==> src/rtl/mul_pkg.sv <==
// Shared types and constants for the M-extension multiply controller.
package mul_pkg;

    typedef enum logic [1:0] {
        S_IDLE,
        S_RUN,
        S_DONE
    } state_t;

    localparam logic [2:0] F3_MUL    = 3'b000;
    localparam logic [2:0] F3_MULH   = 3'b001;
    localparam logic [2:0] F3_MULHSU = 3'b010;
    localparam logic [2:0] F3_MULHU  = 3'b011;

    localparam int unsigned MUL_ITERS = 32;

    // Operand A is signed for MULH and MULHSU.
    function automatic logic op_signed_a(input logic [1:0] op);
        return (op == F3_MULH[1:0]) || (op == F3_MULHSU[1:0]);
    endfunction

    // Operand B is signed only for MULH.
    function automatic logic op_signed_b(input logic [1:0] op);
        return (op == F3_MULH[1:0]);
    endfunction

endpackage

==> src/rtl/mul_if.sv <==
// Request/response bundle between the pipeline and the multiply controller.
interface mul_if;

    logic        start;
    logic [2:0]  funct3;
    logic [31:0] rs1_val;
    logic [31:0] rs2_val;
    logic        flush;
    logic        busy;
    logic        stall;
    logic        done;
    logic [31:0] result;

    modport master (
        output start, funct3, rs1_val, rs2_val, flush,
        input  busy, stall, done, result
    );

    modport slave (
        input  start, funct3, rs1_val, rs2_val, flush,
        output busy, stall, done, result
    );

endinterface

==> src/rtl/mul_shift_add.sv <==
// Radix-2 shift-add datapath: magnitude conversion at load, one partial
// product per step, sign restored on the 64-bit product output.
module mul_shift_add
    import mul_pkg::*;
(
    input  logic        clk,
    input  logic        rst_n,
    input  logic        load,
    input  logic        step,
    input  logic [1:0]  op,
    input  logic [31:0] a,
    input  logic [31:0] b,
    output logic [63:0] product
);

    logic [63:0] mcand;
    logic [31:0] mplier;
    logic [63:0] acc;
    logic        neg;

    logic        a_neg;
    logic        b_neg;
    logic [31:0] a_mag;
    logic [31:0] b_mag;

    // Magnitudes of the incoming operands according to the op's signedness.
    always_comb begin
        a_neg = op_signed_a(op) & a[31];
        b_neg = op_signed_b(op) & b[31];
        a_mag = a_neg ? (~a + 32'd1) : a;
        b_mag = b_neg ? (~b + 32'd1) : b;
    end

    // Load operands, then accumulate one multiplier bit per step.
    always_ff @(posedge clk or negedge rst_n) begin
        if (!rst_n) begin
            mcand  <= '0;
            mplier <= '0;
            acc    <= '0;
            neg    <= 1'b0;
        end else if (load) begin
            mcand  <= {32'b0, a_mag};
            mplier <= b_mag;
            acc    <= '0;
            neg    <= a_neg ^ b_neg;
        end else if (step) begin
            if (mplier[0]) begin
                acc <= acc + mcand;
            end
            mcand  <= mcand << 1;
            mplier <= mplier >> 1;
        end
    end

    assign product = neg ? (~acc + 64'd1) : acc;

endmodule

==> src/rtl/mul_ctrl.sv <==
// Multi-cycle M-extension multiply controller: IDLE/RUN/DONE FSM, iteration
// counter and pipeline handshake around the mul_shift_add datapath.
// Optional feature: define MUL_EARLY_OUT_EN to finish zero-operand multiplies
// after a single RUN cycle with result 0.
module mul_ctrl
    import mul_pkg::*;
(
    input  logic clk,
    input  logic rst_n,
    mul_if.slave bus
);

    localparam logic [4:0] LAST_CNT = 5'(MUL_ITERS - 1);

    state_t      state;
    logic [4:0]  cnt;
    logic        last_q;
    logic [1:0]  op_q;
    logic        done_q;
    logic [31:0] result_q;

    logic        accept;
    logic        load;
    logic        step;
    logic        zero_ops;
    logic [63:0] product;

    assign accept = bus.start & ~bus.funct3[2] & ~bus.flush;
    assign load   = accept & ((state == S_IDLE) || (state == S_DONE));
    assign step   = (state == S_RUN) & ~bus.flush & ~last_q;

`ifdef MUL_EARLY_OUT_EN
    assign zero_ops = (bus.rs1_val == '0) || (bus.rs2_val == '0);
`else
    assign zero_ops = 1'b0;
`endif

    mul_shift_add u_dp (
        .clk     (clk),
        .rst_n   (rst_n),
        .load    (load),
        .step    (step),
        .op      (bus.funct3[1:0]),
        .a       (bus.rs1_val),
        .b       (bus.rs2_val),
        .product (product)
    );

    // FSM, iteration counter and registered done/result.
    // The counter wraps as the 32nd iteration retires; last_q then gives one
    // RUN cycle for the sign fix-up before the result is captured. An early-out
    // sets last_q at accept so the datapath's cleared accumulator is taken.
    always_ff @(posedge clk or negedge rst_n) begin
        if (!rst_n) begin
            state    <= S_IDLE;
            cnt      <= '0;
            last_q   <= 1'b0;
            op_q     <= '0;
            done_q   <= 1'b0;
            result_q <= '0;
        end else begin
            done_q <= 1'b0;
            case (state)
                S_IDLE, S_DONE: begin
                    if (load) begin
                        state  <= S_RUN;
                        op_q   <= bus.funct3[1:0];
                        cnt    <= '0;
                        last_q <= zero_ops;
                    end else begin
                        state <= S_IDLE;
                    end
                end
                S_RUN: begin
                    if (bus.flush) begin
                        state  <= S_IDLE;
                        cnt    <= '0;
                        last_q <= 1'b0;
                    end else if (last_q) begin
                        state    <= S_DONE;
                        last_q   <= 1'b0;
                        done_q   <= 1'b1;
                        result_q <= (op_q == F3_MUL[1:0]) ? product[31:0] : product[63:32];
                    end else begin
                        cnt <= cnt + 5'd1;
                        if (cnt == LAST_CNT) begin
                            last_q <= 1'b1;
                        end
                    end
                end
                default: begin
                    state <= S_IDLE;
                end
            endcase
        end
    end

    assign bus.busy   = (state != S_IDLE);
    assign bus.stall  = ((state == S_IDLE) & accept) | (state == S_RUN);
    assign bus.done   = done_q;
    assign bus.result = result_q;

endmodule

==> src/flat_wrapper.sv <==
// flat-port wrapper written by rule: the top's interface ports become plain ports
module mul_ctrl_flat import mul_pkg::*;
  (clk, rst_n, bus_start, bus_funct3, bus_rs1_val, bus_rs2_val, bus_flush, bus_busy, bus_stall, bus_done, bus_result);
  mul_if bus_i ();
  input  logic clk;
  input  logic rst_n;
  input wire logic [$bits(bus_i.start)-1:0] bus_start;
  input wire logic [$bits(bus_i.funct3)-1:0] bus_funct3;
  input wire logic [$bits(bus_i.rs1_val)-1:0] bus_rs1_val;
  input wire logic [$bits(bus_i.rs2_val)-1:0] bus_rs2_val;
  input wire logic [$bits(bus_i.flush)-1:0] bus_flush;
  output wire logic [$bits(bus_i.busy)-1:0] bus_busy;
  output wire logic [$bits(bus_i.stall)-1:0] bus_stall;
  output wire logic [$bits(bus_i.done)-1:0] bus_done;
  output wire logic [$bits(bus_i.result)-1:0] bus_result;
  assign bus_i.start = bus_start;
  assign bus_i.funct3 = bus_funct3;
  assign bus_i.rs1_val = bus_rs1_val;
  assign bus_i.rs2_val = bus_rs2_val;
  assign bus_i.flush = bus_flush;
  assign bus_busy = bus_i.busy;
  assign bus_stall = bus_i.stall;
  assign bus_done = bus_i.done;
  assign bus_result = bus_i.result;
  mul_ctrl u_core (.clk(clk), .rst_n(rst_n), .bus(bus_i));
endmodule
==> config.mk <==
export PLATFORM = sky130hd
export DESIGN_NAME = mul_ctrl_flat
export DESIGN_NICKNAME = d
export VERILOG_FILES = /design/src/rtl/mul_pkg.sv /design/src/rtl/mul_if.sv /design/src/rtl/mul_shift_add.sv /design/src/rtl/mul_ctrl.sv /design/src/flat_wrapper.sv
export SDC_FILE = /design/constraint.sdc
export NUM_CORES = 1
export LEC_CHECK = 0
export BUFFER_PORTS_ARGS = -buffer_cell sky130_fd_sc_hd__buf_2
export CAP_MARGIN = 15
export CORE_MARGIN = 2
export CORE_UTILIZATION = 47
export DETAILED_ROUTE_END_ITERATION = 8
export GPL_ROUTABILITY_DRIVEN = 0
export GPL_TIMING_DRIVEN = 0
export PLACE_DENSITY = 0.67
export SLEW_MARGIN = 0
export SYNTH_ARGS = -nofsm -noshare
export SYNTH_HDL_FRONTEND = slang
export SYNTH_SLANG_ARGS = --single-unit
==> constraint.sdc <==
create_clock -name clk -period 3.2 [get_ports clk]
set_input_delay 0 -clock clk [delete_from_list [all_inputs] [get_ports clk]]
set_output_delay 0 -clock clk [all_outputs]
set_load 0.01 [all_outputs]
==> results.yml, run 1 <==
grt:
  antenna_violations_before_repair: 0
  maximum_number_of_pins_on_one_net_before_global_route_repair: 113
  first_global_vias: 14482
  wire_length_of_the_first_global_routing_pass_microns: 77080
  grt_overflow: 0
  grt_util_all_layers_pct: 29.10
yosys:
  synth.top_cells.by_area: "dfrtp_1 (35%), nand2_1 (7.9%), o21ai_0 (6.0%), ha_1 (5.9%), xor2_1 (5.4%)"
  asyncSetResetFlopFracSynth_pct: 100.0
  synth.top_cell.area_share_pct: 34.80
  postSynthNetCount: 1978
  netlist_instances: 1837
  ys_warn_count: 0
  post-synth-top-area-cell: "dfrtp_1"
  synth.yosys.seq_area_share_pct: 34.80
  synth.cell_area_sq_um: 14670
  ys_dominant_reg_cell: "dfrtp_1"
  number_of_enable_type_register_cells_in_the_synthesized_netlist: 0
  ffs_latches_synth: 204
  ys_types: 68
  syn-mean-instance-area_sq_um: 7.985
clock_tree:
  clock_tree.htree_level_count: 1
  cts.reportedPaths.clkPinSlew_ns: 0.06
  clock_path_buffers: 3
  cts_tree: "yes"
  ctsRootBufferMaster: "clkbuf_16"
  clock_latency_ns: 0.54
  cts_made_buffers: 25
  cts.sink_count: 204
timing:
  final-hold-violation-count: 0
  finalMaxSlewViolations: 0
  slew-limit-headroom_pct: 30.14
  timing.final.setup_violations: 3
  fmaxAchievable_mhz: 303.0
  final.period_utilization_pct: 103.1
  final.setup.tns_ns: -0.1676
  fin_ws_ns: -0.1007
  rsz_0062_raised_after_global_routing: "true"
  worstMarginPinSlew_ns: 1.048
  clock_skew_ns: 0.009641
  final_period_minus_worst_setup_slack_ns: 3.301
worst_setup_path:
  path_common_cell: "or3_4"
  cell_with_the_largest_stage_delay_on_the_worst_path: "or4_4"
  worst-path-max-fanout: 4
  critical_path_arrival_ns: 3.73
  worst_ep_required_time_ns: 3.63
  path_cells: "or4_4, or3_4, or3_4, or2_4, or3_4, or3_4, a32oi_2, a21oi_1, o41ai_2"
  criticalPathCategory: "reg -> reg"
  endpoint_kind: "flop"
  max_stage_delay_ns: 0.53
  critical_path.startpoint_type: "flop"
job:
  cap_viol_max_count: 0
finish:
  final_layout_size_suffix_gt1_share_pct: 15.45
  n_fill_cell: 2728
  layout.cells.most_common: "nand2_1"
  commonest_cells_after_routing_fill_and_taps_aside: "nand2_1 (308), dfrtp_1 (188), o21ai_0 (160)"
  final-instance-count-excl-fill: 2499
  number_of_nets_at_the_end_of_the_flow: 2226
  area_delta_synth_final_pct: 26.37
  register_area_sq_um: 5125
  multi_input_area_sq_um: 9734
  antenna-diode-count: 0
detailed_routing:
  vias: 15024
  vias_per_cell: 6.012
  detail_route.iter0.violations: 1461
  remaining_drc_errors: 0
  drt.antenna.violating_nets: 0
  dr.pass1.iters: 5
  totalWireLength_microns: 48940
  drt-wirelength-per-cell_microns: 19.59
floorplan:
  floorplan.core_area_sq_um: 30670
  rows: 64
  start_util_pct: 47.83
  chipHeight_microns: 180.7
  fp.dieArea_sq_um: 32640
  num_io_pins: 106
  die_extent_in_x_microns: 180.7
outcome:
  failed_checks: "negative setup slack"
  outcome: "complete, but fails checks"
placed_design:
  io_buffer_count: 105
  post-place-cells: 2339
  detailed_place_hpwl_microns: 35470
power_and_ir_drop:
  static-leakage-power_nw: 8.375
  vdd_ir_drop_max_mv: 0.4559
  finalPower_mw: 12.52
  power_per_cell_area_nw_per_um2: 675.6
worst_hold_path:
  timing.hold.worst.class: "in -> async"
-- cell type report --
type                            instances  share of cell area (%)
Buffer                                 99                   2.025
Inverter                               26                  0.5265
Timing Repair Buffer                  239                   9.613
Multi-Input combinational cell       1490                   52.52
Tap cell                              396                   2.673
Clock buffer                           36                   4.192
Clock inverter                          9                  0.8033
Sequential cell                       204                   27.65
-- worst max-delay path: cells and delay by family (launching register included) --
kind | cells | cell delay [ns]
DFF | 1 | 0.42
and+or+nand+nor | 6 | 2.30
AOI/OAI and AO/OA | 3 | 0.48
-- metal layers --
layer	GRT usage, %	part of all wire (%)	vias to the layer above
met2	47.92	47	604
li1	-	-	7100
met1	38.39	42	7196
met3	4.709	6.9	124
met5	0	0	-
met4	11.16	3.9	0
-- worst paths after layout --
path / start / to / slack [ns] / cells past startpoint
hold / removal: rst_n / u_core.u_dp.mcand[57] / 0.07 / 2
setup reg to reg: u_core.u_dp.acc[15] / u_core.bus.result[31] / -0.10 / 9
setup / recovery: u_core.u_dp.acc[15] / u_core.bus.result[31] / -0.10 / 9
min in group clk: bus_funct3[0] / u_core.op_q[0] / 0.25 / 4
max in group asynchronous: rst_n / u_core.u_dp.mcand[17] / 2.12 / 3
hold reg to reg: u_core.bus.result[3] / u_core.bus.result[3] / 0.47 / 2
-- power by group --
group | internal, mW | switching, mW | total [mW] | leakage, nW
Sequential | 3.01 | 0.607 | 3.62 | 2.67
Combinational | 2.47 | 3.31 | 5.77 | 5.24
Clock | 2.00 | 1.14 | 3.13 | 0.464
Total | 7.47 | 5.05 | 12.5 | 8.38
-- metrics by stage --
stage | instance area, sq um | hold slack (ns) | util (%) | setup slack (ns)
finish | 18540 | 0.06646 | 60.44 | -0.1007
global route | 18540 | 0.1339 | 60.44 | -0.1667
CTS | 18070 | 0.1027 | 58.92 | -0.06688
detailed placement | 15730 | 0.07428 | 51.30 | -1.090
global placement | 15700 | 0.2506 | 51.17 | -1.320
floorplan | 14670 | -0.2956 | - | 0.06609
-- synth_stat cells, drive strengths merged (29+ instances only) --
cell	count
a21o	52
a21oi	134
a31oi	63
clkbuf	112
dfrtp	204
ha	69
nand2	309
nand3	56
nand4	29
nor2	135
o21ai	177
o31ai	34
xnor2	85
xor2	91
-- kinds of logic (layout without fill, tap and decap cells) --
kind of cell | count (synthesis) | in the layout | synth area share [%]
flops | 204 | 204 | 34.80
compound gates | 574 | 574 | 24.24
mux | 1 | 1 | 0.06824
buf+inv | 143 | 409 | 3.668
simple gates | 669 | 669 | 20.69
fa+ha+maj | 70 | 70 | 6.022
xor+xnor | 176 | 176 | 10.51
-- state kept, by name, summed over array words and instances, names as in the netlist --
register and cells:
u_core.u_dp.acc 64, u_core.bus.result 32, u_core.cnt 5, u_core.last_q 1
u_core.u_dp.neg 1, u_core.op_q 2, u_core.u_dp.mplier 32, u_core.u_dp.mcand 64
u_core.state 2, u_core.bus.done 1
-- repair_timing --
item | in CTS | in global routing
hold buffers | 88 | 0
buffers inserted | 30 | 15
endpoints found under the setup margin | 50 | 44
cloned | 0 | 0
endpoints found under the hold margin | 160 | 0
pin swaps | 18 | 29
resized for setup | 84 | 76
Note: power is estimated with default switching activity, not from simulation.
==> run 2: changes to the inputs <==
--- a/config.mk
+++ b/config.mk
@@ -14,4 +14,5 @@
 export GPL_TIMING_DRIVEN = 0
 export PLACE_DENSITY = 0.67
+export SETUP_SLACK_MARGIN = 0.1
 export SLEW_MARGIN = 0
 export SYNTH_ARGS = -nofsm -noshare
==> constraint.sdc (replaced) <==
create_clock -name clk -period 3.2 [get_ports clk]
set_input_delay 0 -clock clk [delete_from_list [all_inputs] [get_ports clk]]
set_output_delay 0 -clock clk [all_outputs]
set_load 0.1 [all_outputs]
==> run 2 against run 1 <==
Compared with the run above:
- the flow still finishes with violations (negative setup slack)
- clock skew up 0.0099 ns
- core utilization increased by 2.3 points
- hold slack improved by 0.0097 ns
- global-route usage rose by 0.11 points
- largest power group unchanged
- highest routed layer unchanged
==> results.yml, run 2 (synthesis results as in run 1) <==
outcome:
  outcome: "complete, but fails checks"
  failed_checks: "negative setup slack"
timing:
  fmaxAchievable_mhz: 304.9
  final-hold-violation-count: 0
  fin_ws_ns: -0.07975
  slew-limit-headroom_pct: 35.24
  final.setup.tns_ns: -0.3019
  rsz_0062_raised_after_global_routing: "true"
  timing.final.setup_violations: 6
  worstMarginPinSlew_ns: 0.9714
  final_period_minus_worst_setup_slack_ns: 3.280
  final.period_utilization_pct: 102.5
  clock_skew_ns: 0.01951
  finalMaxSlewViolations: 0
finish:
  number_of_nets_at_the_end_of_the_flow: 2270
  postLayoutCoreUtil_pct: 62.74
  n_fill_cell: 2600
  final_layout_size_suffix_gt1_share_pct: 19.65
  final-instance-count-excl-fill: 2544
  antenna-diode-count: 0
  area_delta_synth_final_pct: 31.20
  layout.cells.most_common: "nand2_1"
  biggestRegsByFlops: "u_core.u_dp.acc: 64 flops, u_core.u_dp.mcand: 64 flops"
  commonest_cells_after_routing_fill_and_taps_aside: "nand2_1 (306), dfrtp_1 (182), o21ai_0 (137)"
placed_design:
  io_buffer_count: 105
  dp_worst_setup_slack_ns: -0.9173
  post-place-cells: 2339
  detailed_place_hpwl_microns: 35510
clock_tree:
  clock_path_buffers: 3
  ctsRootBufferMaster: "clkbuf_16"
  cts_tree: "yes"
  cts.sink_count: 204
  clock_tree.htree_level_count: 1
  cts_made_buffers: 25
  cts.reportedPaths.clkPinSlew_ns: 0.06
  clock_latency_ns: 0.55
floorplan:
  start_util_pct: 47.83
  floorplan.core_area_sq_um: 30670
  die_extent_in_x_microns: 180.7
  rows: 64
  fp.dieArea_sq_um: 32640
  num_io_pins: 106
  chipHeight_microns: 180.7
detailed_routing:
  remaining_drc_errors: 0
  drt-wirelength-per-cell_microns: 19.81
  vias_per_cell: 6.079
  dr.pass1.iters: 6
  vias: 15466
  totalWireLength_microns: 50410
  drt.antenna.violating_nets: 0
  detail_route.iter0.violations: 1532
worst_setup_path:
  worst_ep_required_time_ns: 3.60
  worst-path-max-fanout: 3
  critical_path_arrival_ns: 3.68
  criticalPathCategory: "reg -> reg"
  endpoint_kind: "flop"
  critical_path.startpoint_type: "flop"
grt:
  first_global_vias: 14561
  grt_overflow: 0
  maximum_number_of_pins_on_one_net_before_global_route_repair: 114
  antenna_violations_before_repair: 0
  wire_length_of_the_first_global_routing_pass_microns: 77440
  grt_util_all_layers_pct: 29.21
power_and_ir_drop:
  power_per_cell_area_nw_per_um2: 685.2
  vdd_ir_drop_max_mv: 0.4667
  finalPower_mw: 13.18
  static-leakage-power_nw: 8.642
worst_hold_path:
  timing.hold.worst.class: "in -> async"
job:
  cap_viol_max_count: 0
-- run 2: report_power, final --
| part | internal (mW) | switching (mW) |
|---|---|---|
| Clock | 1.85 | 1.15 |
| Combinational | 2.90 | 3.67 |
| Sequential | 3.02 | 0.598 |
| Total | 7.77 | 5.42 |
-- run 2: worst paths after layout --
check                                   endpoint  slack (ns)  depth (start not counted)             startpoint
setup reg to reg            u_core.bus.result[7]       -0.08                         10     u_core.u_dp.acc[0]
hold / removal             u_core.u_dp.mcand[56]        0.08                          2                  rst_n
min in group clk                  u_core.op_q[0]        0.27                          4          bus_funct3[0]
hold reg to reg            u_core.bus.result[17]        0.47                          2  u_core.bus.result[17]
setup / recovery            u_core.bus.result[7]       -0.08                         10     u_core.u_dp.acc[0]
max in group asynchronous   u_core.u_dp.mcand[1]        2.10                          3                  rst_n
-- run 2: timing repair --
action                                  4_1_cts  5_1_grt
pin swaps                                    47       55
hold buffers                                 88        0
endpoints found under the setup margin       63       58
buffers inserted                             42       38
hold endpoints to repair                    159        0
resized for setup                           155      136
-- run 2: worst max-delay path, cell delays in order (launching register included) --
cell and delay [ns]:
dfrtp_1 0.42, buf_6 0.14, or3_4 0.39, or3_4 0.38
or3_4 0.37, nor3_4 0.15, nand3_2 0.12, or3_4 0.39
o41ai_4 0.34, xor2_1 0.25, o221ai_1 0.18
-- run 2: cell type report --
cell class | count | area (sq um) | share of cell area, %
clock inverter | 14 | 182.7 | 0.9493
sequential | 204 | 5132 | 26.67
timing repair buffer | 274 | 2122 | 11.03
inverter | 26 | 97.59 | 0.5072
buffer | 108 | 439.2 | 2.282
clock buffer | 32 | 691.9 | 3.596
tap | 396 | 495.5 | 2.575
multi-input combinational | 1490 | 10080 | 52.39
-- run 2: metal layers --
metal  part of all wire, %  up-vias  global-route usage (%)
met5                     0        -                       0
li1                      -     7190                       -
met2                    47      650                   48.67
met3                   5.8      150                   3.112
met4                   4.2        0                   10.19
met1                    43     7476                   39.52
-- run 2: per-stage QoR --
step                hold WS (ns)  instance area [sq um]
finish                   0.07620                  19240
global route              0.1454                  19240
CTS                       0.1056                  18460
detailed placement       0.06253                  15740
global placement          0.2503                  15700
floorplan                -0.2956                  14680
